## config.mk

```make
export PLATFORM = sky130hd
export DESIGN_NAME = mac_out_stage
export DESIGN_NICKNAME = d
export VERILOG_FILES = /design/src/rtl/mac_out_stage.sv
export SDC_FILE = /design/constraint.sdc
export NUM_CORES = 1
export LEC_CHECK = 0
export ABC_AREA = 1
export BUFFER_PORTS_ARGS = -buffer_cell sky130_fd_sc_hd__buf_2
export CORE_MARGIN = 5
export CORE_UTILIZATION = 37
export DETAILED_ROUTE_END_ITERATION = 10
export PLACE_DENSITY_LB_ADDON = 0.3
export SLEW_MARGIN = 10
export SYNTH_ARGS = -nofsm -noshare
export SYNTH_HDL_FRONTEND = slang
export SYNTH_SLANG_ARGS = --single-unit
```

## constraint.sdc

```tcl
create_clock -name clk -period 3.6 [get_ports clk]
set_clock_uncertainty 0.1 [all_clocks]
set_input_delay 0 -clock clk [delete_from_list [all_inputs] [get_ports clk]]
set_output_delay 0 -clock clk [all_outputs]
set_load 0.005 [all_outputs]
```

## src/rtl/mac_out_stage.sv

```systemverilog
// Output conditioning stage for the MAC result: round, shift and saturate to a
// signed sample, then buffer it in a small FIFO behind a ready/valid handshake.
module mac_out_stage #(
    parameter int IN_W  = 28,
    parameter int OUT_W = 16,
    parameter int SHIFT = 12,
    parameter int DEPTH = 4
) (
    input  logic                    clk,
    input  logic                    reset,
    input  logic signed [IN_W-1:0]  f_in,
    input  logic                    valid_in,
    output logic signed [OUT_W-1:0] out_data,
    output logic                    out_sat,
    output logic                    out_valid,
    input  logic                    out_ready,
    output logic                    overflow,
    output logic [7:0]              sat_count
);

    localparam int AW = $clog2(DEPTH);
    localparam int CW = AW + 1;
    localparam int EW = OUT_W + 1;

    localparam logic signed [IN_W:0] RND     = {{IN_W{1'b0}}, 1'b1} << (SHIFT - 1);
    localparam logic signed [IN_W:0] SAT_MAX = {{(IN_W + 2 - OUT_W){1'b0}}, {(OUT_W - 1){1'b1}}};
    localparam logic signed [IN_W:0] SAT_MIN = {{(IN_W + 2 - OUT_W){1'b1}}, {(OUT_W - 1){1'b0}}};

    logic signed [IN_W:0]  ext_s;
    logic signed [IN_W:0]  rnd_s;
    logic signed [IN_W:0]  shf_s;
    logic [OUT_W-1:0]      q_data_s;
    logic                  q_sat_s;

    logic [EW-1:0]         mem_r [DEPTH];
    logic [AW-1:0]         wr_ptr_r;
    logic [AW-1:0]         rd_ptr_r;
    logic [CW-1:0]         count_r;
    logic [OUT_W-1:0]      out_data_r;
    logic                  out_sat_r;
    logic                  out_valid_r;
    logic                  overflow_r;
    logic [7:0]            sat_count_r;

    logic                  full_s;
    logic                  pop_s;
    logic                  push_s;
    logic                  drop_s;
    logic [CW-1:0]         count_nx_s;
    logic [AW-1:0]         rd_nx_s;
    logic [EW-1:0]         head_nx_s;

    // Quantizer: round half toward +inf, arithmetic shift, clip to the output range.
    always_comb begin
        ext_s = {f_in[IN_W-1], f_in};
        rnd_s = ext_s + RND;
        shf_s = rnd_s >>> SHIFT;
        if (shf_s > SAT_MAX) begin
            q_data_s = {1'b0, {(OUT_W - 1){1'b1}}};
            q_sat_s  = 1'b1;
        end else if (shf_s < SAT_MIN) begin
            q_data_s = {1'b1, {(OUT_W - 1){1'b0}}};
            q_sat_s  = 1'b1;
        end else begin
            q_data_s = shf_s[OUT_W-1:0];
            q_sat_s  = 1'b0;
        end
    end

    // FIFO control decode and next head selection.
    always_comb begin
        full_s  = (count_r == CW'(DEPTH));
        pop_s   = out_valid_r & out_ready;
        push_s  = valid_in & (~full_s | pop_s);
        drop_s  = valid_in & full_s & ~pop_s;
        rd_nx_s = pop_s ? (rd_ptr_r + AW'(1'b1)) : rd_ptr_r;
        case ({push_s, pop_s})
            2'b10:   count_nx_s = count_r + CW'(1'b1);
            2'b01:   count_nx_s = count_r - CW'(1'b1);
            default: count_nx_s = count_r;
        endcase
        // The slot becoming head may be the one written on this same edge.
        if (push_s && (wr_ptr_r == rd_nx_s)) begin
            head_nx_s = {q_sat_s, q_data_s};
        end else begin
            head_nx_s = mem_r[rd_nx_s];
        end
    end

    // FIFO storage.
    always_ff @(posedge clk or negedge reset) begin
        if (!reset) begin
            for (int i = 0; i < DEPTH; i++) begin
                mem_r[i] <= {EW{1'b0}};
            end
        end else if (push_s) begin
            mem_r[wr_ptr_r] <= {q_sat_s, q_data_s};
        end else begin
            mem_r[wr_ptr_r] <= mem_r[wr_ptr_r];
        end
    end

    // Pointers, occupancy, registered head outputs and status flags.
    always_ff @(posedge clk or negedge reset) begin
        if (!reset) begin
            wr_ptr_r    <= {AW{1'b0}};
            rd_ptr_r    <= {AW{1'b0}};
            count_r     <= {CW{1'b0}};
            out_data_r  <= {OUT_W{1'b0}};
            out_sat_r   <= 1'b0;
            out_valid_r <= 1'b0;
            overflow_r  <= 1'b0;
            sat_count_r <= 8'd0;
        end else begin
            if (push_s) begin
                wr_ptr_r <= wr_ptr_r + AW'(1'b1);
            end
            rd_ptr_r    <= rd_nx_s;
            count_r     <= count_nx_s;
            out_valid_r <= (count_nx_s != {CW{1'b0}});
            if (count_nx_s != {CW{1'b0}}) begin
                {out_sat_r, out_data_r} <= head_nx_s;
            end
            if (drop_s) begin
                overflow_r <= 1'b1;
            end
            if (push_s && q_sat_s && (sat_count_r != 8'hFF)) begin
                sat_count_r <= sat_count_r + 8'd1;
            end
        end
    end

    assign out_data  = out_data_r;
    assign out_sat   = out_sat_r;
    assign out_valid = out_valid_r;
    assign overflow  = overflow_r;
    assign sat_count = sat_count_r;

endmodule
```

# Word-level counts from Yosys, hierarchy flattened
# Cells that the tools add are included.
[totals]
out_inout_bits = 27
register_bits = 102
in_bits = 32
elab_cells = 60
[classes]
n_reduce_logical = 5
eq_ne = 5
bitwise = 9
add_sub_neg = 6
n_mux = 18
order_cmp = 5
[ops]
columns = ["operator", "n"]
rows = [
  ["bitwise mux 68 bit", 2],
  ["2-to-1 mux 17 bit", 6],
  ["binary-select mux 17 bit (select 2 bit)", 2],
  ["2-to-1 mux 68 bit", 1],
  ["demux 17 bit (select 2 bit)", 1],
  ["2-to-1 mux 16 bit", 2],
  ["adder 28 x 13 -> 29 bit (second input constant)", 1],
  ["greater-than comparator 17 x 16 -> 1 bit (second input constant)", 1],
  ["less-than comparator 17 x 16 -> 1 bit (second input constant)", 1],
  ["adder 8 x 1 -> 8 bit (second input constant)", 1],
  ["inequality test 8 bit (second input constant)", 1],
  ["greater-or-equal comparator 3 bit (second input constant)", 2],
  ["NOT 2 -> 3 bit", 2],
  ["case mux 3 bit (2 select lines)", 1],
  ["adder 2 x 1 -> 2 bit (second input constant)", 2],
  ["bitwise AND 1 bit", 4],
  ["logical AND 1 bit", 4],
  ["adder 3 x 1 -> 3 bit (second input constant)", 1],
  ["== test 3 bit (second input constant)", 1],
  ["less-than comparator 3 x 1 -> 1 bit (second input constant)", 1],
  ["nonzero test 3 bit", 1],
  ["subtractor 3 x 1 -> 3 bit (second input constant)", 1],
  ["== test 2 x 1 -> 1 bit (second input constant)", 1],
  ["== test 2 bit", 1],
  ["5 further kinds", 7],
]

# Depth between registers and ports, before layout
[depth]
word_depth = 7
ltp_mapped = 17
ltp_nobuf = 14

# Worst setup path before layout
# Ideal clock, no wire load.
[synth_path]
path_kind = "register -> register"
from = "register out_valid_r (netlist: out_valid)"
to = "register out_data_r[4] (netlist: out_data[4])"
arrival_time_ps = 2711
required_ps = 3377
stages_incl_launch_ff = 18
setup_time_ps = 123
n_path_buf = 3
synth_period_minus_slack_ps = 2934
path_slack_ps = 666
cell_sequence = "dfrtp_1 > nand2_1 > nand4_1 > nand2_1 > buf_2 > buf_2 > ha_1 > inv_1 > fa_1 > nand2_1 > nand2_1 > o21ai_0 > nand2_1 > nor3_1 > clkbuf_1 > a21oi_1 > o21ai_0 > nand2_1"
[synth_between]
elab_cells_between_ends = 15
classes_between = "eq/ne (3); mux (6); bitwise (4); reduce/logical (2)"
[synth_rtl]
columns = ["element", "line_no", "source"]
rows = [
  ["start: declaration", "41", "logic out_valid_r;"],
  ["start signal: assignment", "120", "out_valid_r <= (count_nx_s != {CW{1'b0}});"],
  ["bitwise AND 1 bit *", "73", "pop_s = out_valid_r & out_ready;"],
  ["bitwise OR 1 bit", "74", "push_s = valid_in & (~full_s | pop_s);"],
  ["bitwise AND 1 bit", "74", ""],
  ["== test 2 x 1 -> 1 bit / == test 2 bit (equally long branches)", "77", "case ({push_s, pop_s})"],
  ["case mux 3 bit (2 select lines) *", "77", ""],
  ["net count_nx_s[2]", "49", "logic [CW-1:0] count_nx_s;"],
  ["nonzero test 3 bit *", "121", "if (count_nx_s != {CW{1'b0}}) begin"],
  ["end signal: assignment", "109", "out_data_r <= {OUT_W{1'b0}};"],
  ["end signal: assignment", "122", "{out_sat_r, out_data_r} <= head_nx_s;"],
  ["end: declaration", "39", "logic [OUT_W-1:0] out_data_r;"],
]
# Mark *: on every way through the listed nets, which the timed path passes. The rest lies on a longest branch. The select of a mux whose other input is x is not followed.
# A chain may end at the register's enable or synchronous reset.

# Final worst setup path
[layout_path]
from = "register out_valid_r (netlist: out_valid)"
to = "register out_data_r[7] (netlist: out_data[7])"
# The elaborated chain is that of the path after synthesis.

==> metrics.txt <==
# TYPE chip_impl_metric gauge
chip_impl_info{name="run_status",value="finished clean"} 1
chip_impl_metric{name="max-cap-violations",unit=""} 0
chip_impl_info{name="yosysTopAreaCell",value="sky130_fd_sc_hd__dfrtp_1"} 1
chip_impl_metric{name="num_io_pins",unit=""} 59
chip_impl_metric{name="avgRoutedWirePerCell",unit="µm"} 15.4
chip_impl_metric{name="drive_above_1_share",unit="%"} 11.7
chip_impl_metric{name="cts-resized-gates",unit=""} 0
chip_impl_metric{name="total_nets_final",unit=""} 927
chip_impl_metric{name="grt_first_pass_wirelength",unit="mm"} 27.9
chip_impl_metric{name="route.detailed.vias_per_inst",unit=""} 5.15
chip_impl_metric{name="drt_first_iter_violations",unit=""} 546
chip_impl_metric{name="final_critical_path_share_of_the_clock_period",unit="%"} 78.7
chip_impl_info{name="class_of_the_worst_hold_path",value="in2reg"} 1
chip_impl_info{name="cts_tree",value="built"} 1
chip_impl_metric{name="synth_edf_count",unit=""} 0
chip_impl_metric{name="die_x",unit="µm"} 138
chip_impl_info{name="post-synth-top-count-cell",value="sky130_fd_sc_hd__nand2_1"} 1
chip_impl_metric{name="synth.yosys.warnings",unit=""} 0
chip_impl_metric{name="cts.clk_slew.worst_paths",unit="ps"} 70
chip_impl_metric{name="synthesis.area_per_instance",unit="µm²"} 7.11
chip_impl_metric{name="cts_made_buffers",unit=""} 9
chip_impl_info{name="worst-setup-path-type",value="reg2reg"} 1
chip_impl_metric{name="num_vias",unit=""} 5697
chip_impl_metric{name="maxSlewHeadroom",unit="%"} 29.6
chip_impl_metric{name="worst_skew_pair.late_latency",unit="ps"} 360
chip_impl_info{name="synth_top_cells_by_count",value="sky130_fd_sc_hd__nand2_1 (251), sky130_fd_sc_hd__dfrtp_1 (102), sky130_fd_sc_hd__o21ai_0 (90)"} 1
chip_impl_metric{name="groute.usage.overall",unit="%"} 18.9
chip_impl_metric{name="fp.dieArea",unit="µm²"} 18900
chip_impl_metric{name="residual_drc",unit=""} 0
chip_impl_metric{name="drtAntennaViolNets",unit=""} 0
chip_impl_metric{name="num-fill-cells",unit=""} 1640
chip_impl_metric{name="timing.critical_path.fanout_max",unit=""} 31
chip_impl_info{name="ys_top_cells_by_area",value="sky130_fd_sc_hd__dfrtp_1 (42%), sky130_fd_sc_hd__nand2_1 (16%), sky130_fd_sc_hd__o21ai_0 (7.5%)"} 1
chip_impl_metric{name="post_synth_num_cell_types",unit=""} 35
chip_impl_metric{name="final_cell_area",unit="µm²"} 6860
chip_impl_metric{name="largest_net_degree_at_the_start_of_global_routing",unit=""} 82
chip_impl_metric{name="placement_rows",unit=""} 46
chip_impl_metric{name="floorplan.die.height",unit="µm"} 138
chip_impl_info{name="cp-end-kind",value="flop"} 1
chip_impl_metric{name="final-max-slew-violation-count",unit=""} 0
chip_impl_metric{name="yosys.area.top_type_share",unit="%"} 42.4
chip_impl_metric{name="post_synth_inst_count",unit=""} 847
chip_impl_metric{name="antenna_cells",unit=""} 0
chip_impl_metric{name="power-per-cell-area",unit="nW/µm²"} 988
chip_impl_metric{name="grt_pass1_vias",unit=""} 5348
chip_impl_metric{name="ir_drop",unit="mV"} 0.472
chip_impl_metric{name="synth-seq-cells",unit=""} 102
chip_impl_metric{name="setup-tns-final",unit="ps"} 0
chip_impl_info{name="grt_setup_unrepaired",value="no"} 1
chip_impl_metric{name="finalHoldViolCount",unit=""} 0
chip_impl_info{name="cts.root.buffer_cell",value="sky130_fd_sc_hd__clkbuf_16"} 1
chip_impl_metric{name="clock_path_buffers",unit=""} 2
chip_impl_metric{name="area_growth_syn_to_layout",unit="%"} 13.9
chip_impl_metric{name="final.min_clock_period",unit="ps"} 2830
chip_impl_metric{name="setup_viol_count_final",unit=""} 0
chip_impl_metric{name="standby_leakage_power",unit="µW"} 0.00332
chip_impl_metric{name="synthesized_cell_area",unit="µm²"} 6020
chip_impl_metric{name="cts.htree.levels",unit=""} 3
chip_impl_metric{name="initial_cell_density_of_the_core",unit="%"} 37.8
chip_impl_metric{name="async_reset_ff_share",unit="%"} 100
chip_impl_metric{name="critPathArrivalTime",unit="ps"} 2980
chip_impl_metric{name="regArea",unit="µm²"} 2550
chip_impl_metric{name="drtPass1Iterations",unit=""} 5
chip_impl_info{name="yosys_most_used_dff",value="sky130_fd_sc_hd__dfrtp_1"} 1
chip_impl_metric{name="clock_sinks",unit=""} 102
chip_impl_metric{name="multiInputGateArea",unit="µm²"} 3000
chip_impl_info{name="critical_path.startpoint_type",value="flop"} 1
chip_impl_metric{name="detailed_place.area",unit="µm²"} 6470
chip_impl_metric{name="grt_antenna_before_repair",unit=""} 0
chip_impl_metric{name="place_congestion",unit=""} 0.863
chip_impl_metric{name="core_region",unit="µm²"} 15900
chip_impl_metric{name="fmaxAchievable",unit="GHz"} 0.353
chip_impl_metric{name="grt_remaining_overflow",unit=""} 0
chip_impl_metric{name="tightest_slew",unit="ps"} 1060
chip_impl_metric{name="drt-total-wl",unit="mm"} 17.0
chip_impl_metric{name="detailedPlacementHpwl",unit="mm"} 11.0
chip_impl_metric{name="io_buffer_count",unit=""} 47
chip_impl_metric{name="worst_endpoint_required_time",unit="ps"} 3750
chip_impl_metric{name="synth-seq-area-share",unit="%"} 42.4
chip_impl_metric{name="number_of_nets_in_the_synthesized_netlist",unit=""} 887
[where the power goes]
part	internal (µW)	leakage, µW	switching (µW)
Combinational	1240	0.00196	2430
Sequential	1750	0.00122	364
Clock	555	0.000145	438
[flip-flops by register name, summed over array words and instances (netlist names)]
register,count
count_r,3
mem_r,68
out_data,16
out_sat,1
out_valid,1
overflow,1
rd_ptr_r,2
sat_count,8
wr_ptr_r,2
[stage by stage]
step / hold WS (ps) / worst slack [ps] / power [µW] / utilization (%) / instances
global route: 85.6 / 490 / 7460 / 43.0 / 1107
floorplan: -396 / 666 / 4620 / - / 847
finish: 21.3 / 769 / 6780 / 43.0 / 1107
global placement: 163 / 814 / 5710 / 40.6 / 1083
detailed placement: 166 / 779 / 5770 / 40.6 / 1083
CTS: 27.7 / 763 / 6810 / 43.0 / 1107
[worst paths after layout]
kind / start / endpoint / slack, ps / cells after the start
setup / recovery: out_valid$_DFF_PN0_ / out_data[7]$_DFFE_PN0P_ / 770 / 15
hold / removal: f_in[21] / out_data[9]$_DFFE_PN0P_ / 20 / 5
setup reg to reg: out_valid$_DFF_PN0_ / out_data[7]$_DFFE_PN0P_ / 770 / 15
hold reg to reg: out_data[13]$_DFFE_PN0P_ / out_data[13]$_DFFE_PN0P_ / 370 / 2
max in group asynchronous: reset / out_data[4]$_DFFE_PN0P_ / 2200 / 3
min in group asynchronous: reset / count_r[0]$_DFF_PN0_ / 280 / 2
[cell type report]
type / count / share of cell area [%]
multi-input cells: 626 / 43.7
well taps: 216 / 3.94
clock inverters: 5 / 0.876
inverters: 75 / 4.10
clock buffers: 10 / 3.48
flip-flops and latches: 102 / 37.2
repair buffers: 73 / 6.64
[layout by cell type, fill, tap and decap left out, types with 9 or more instances in the layout]
master	n
sky130_fd_sc_hd__dfrtp_1	102
sky130_fd_sc_hd__o22ai_1	11
sky130_fd_sc_hd__o21ai_0	90
sky130_fd_sc_hd__nor2_1	59
sky130_fd_sc_hd__nand2_1	251
sky130_fd_sc_hd__dlygate4sd3_1	9
sky130_fd_sc_hd__a21oi_1	62
sky130_fd_sc_hd__xor2_1	10
sky130_fd_sc_hd__buf_2	46
sky130_fd_sc_hd__inv_1	69
sky130_fd_sc_hd__buf_4	18
sky130_fd_sc_hd__nand3_1	81
sky130_fd_sc_hd__clkbuf_16	9
[layer usage]
metal	global-route usage, %	wire, µm
met1	26.4	7870
met2	30.0	7970
met3	3.54	905
met4	5.16	274
met5	0	0
[logic make-up (layout without fill, tap and decap cells)]
kind of cell | count (synthesis) | in the layout | share of synthesized area (%)
compound gates | 178 | 178 | 15.4
flops | 102 | 102 | 42.4
xor+xnor | 19 | 19 | 3.01
buf+inv | 119 | 163 | 7.91
simple gates | 421 | 421 | 29.5
fa+ha+maj | 8 | 8 | 1.79
[worst max-delay path: stages, from the launching register on]
cell and delay [ps]:
sky130_fd_sc_hd__dfrtp_1 390, sky130_fd_sc_hd__nand2_1 140, sky130_fd_sc_hd__nand4_1 120, sky130_fd_sc_hd__nand2_1 110, sky130_fd_sc_hd__ha_1 150, sky130_fd_sc_hd__inv_1 70, sky130_fd_sc_hd__fa_1 380, sky130_fd_sc_hd__nand2_1 80
sky130_fd_sc_hd__nand2_1 50, sky130_fd_sc_hd__o21ai_0 150, sky130_fd_sc_hd__nand2_1 100, sky130_fd_sc_hd__nor3_2 130, sky130_fd_sc_hd__buf_4 370, sky130_fd_sc_hd__inv_1 190, sky130_fd_sc_hd__nand3_1 130, sky130_fd_sc_hd__nand2_1 50
[timing repair]
item / in CTS / in global routing
endpoints found under the setup margin: 0 / 0
buffers inserted: 0 / 0
hold endpoints to repair: 87 / 0
hold buffers: 9 / 0
Power figures use the tool's default switching activity.
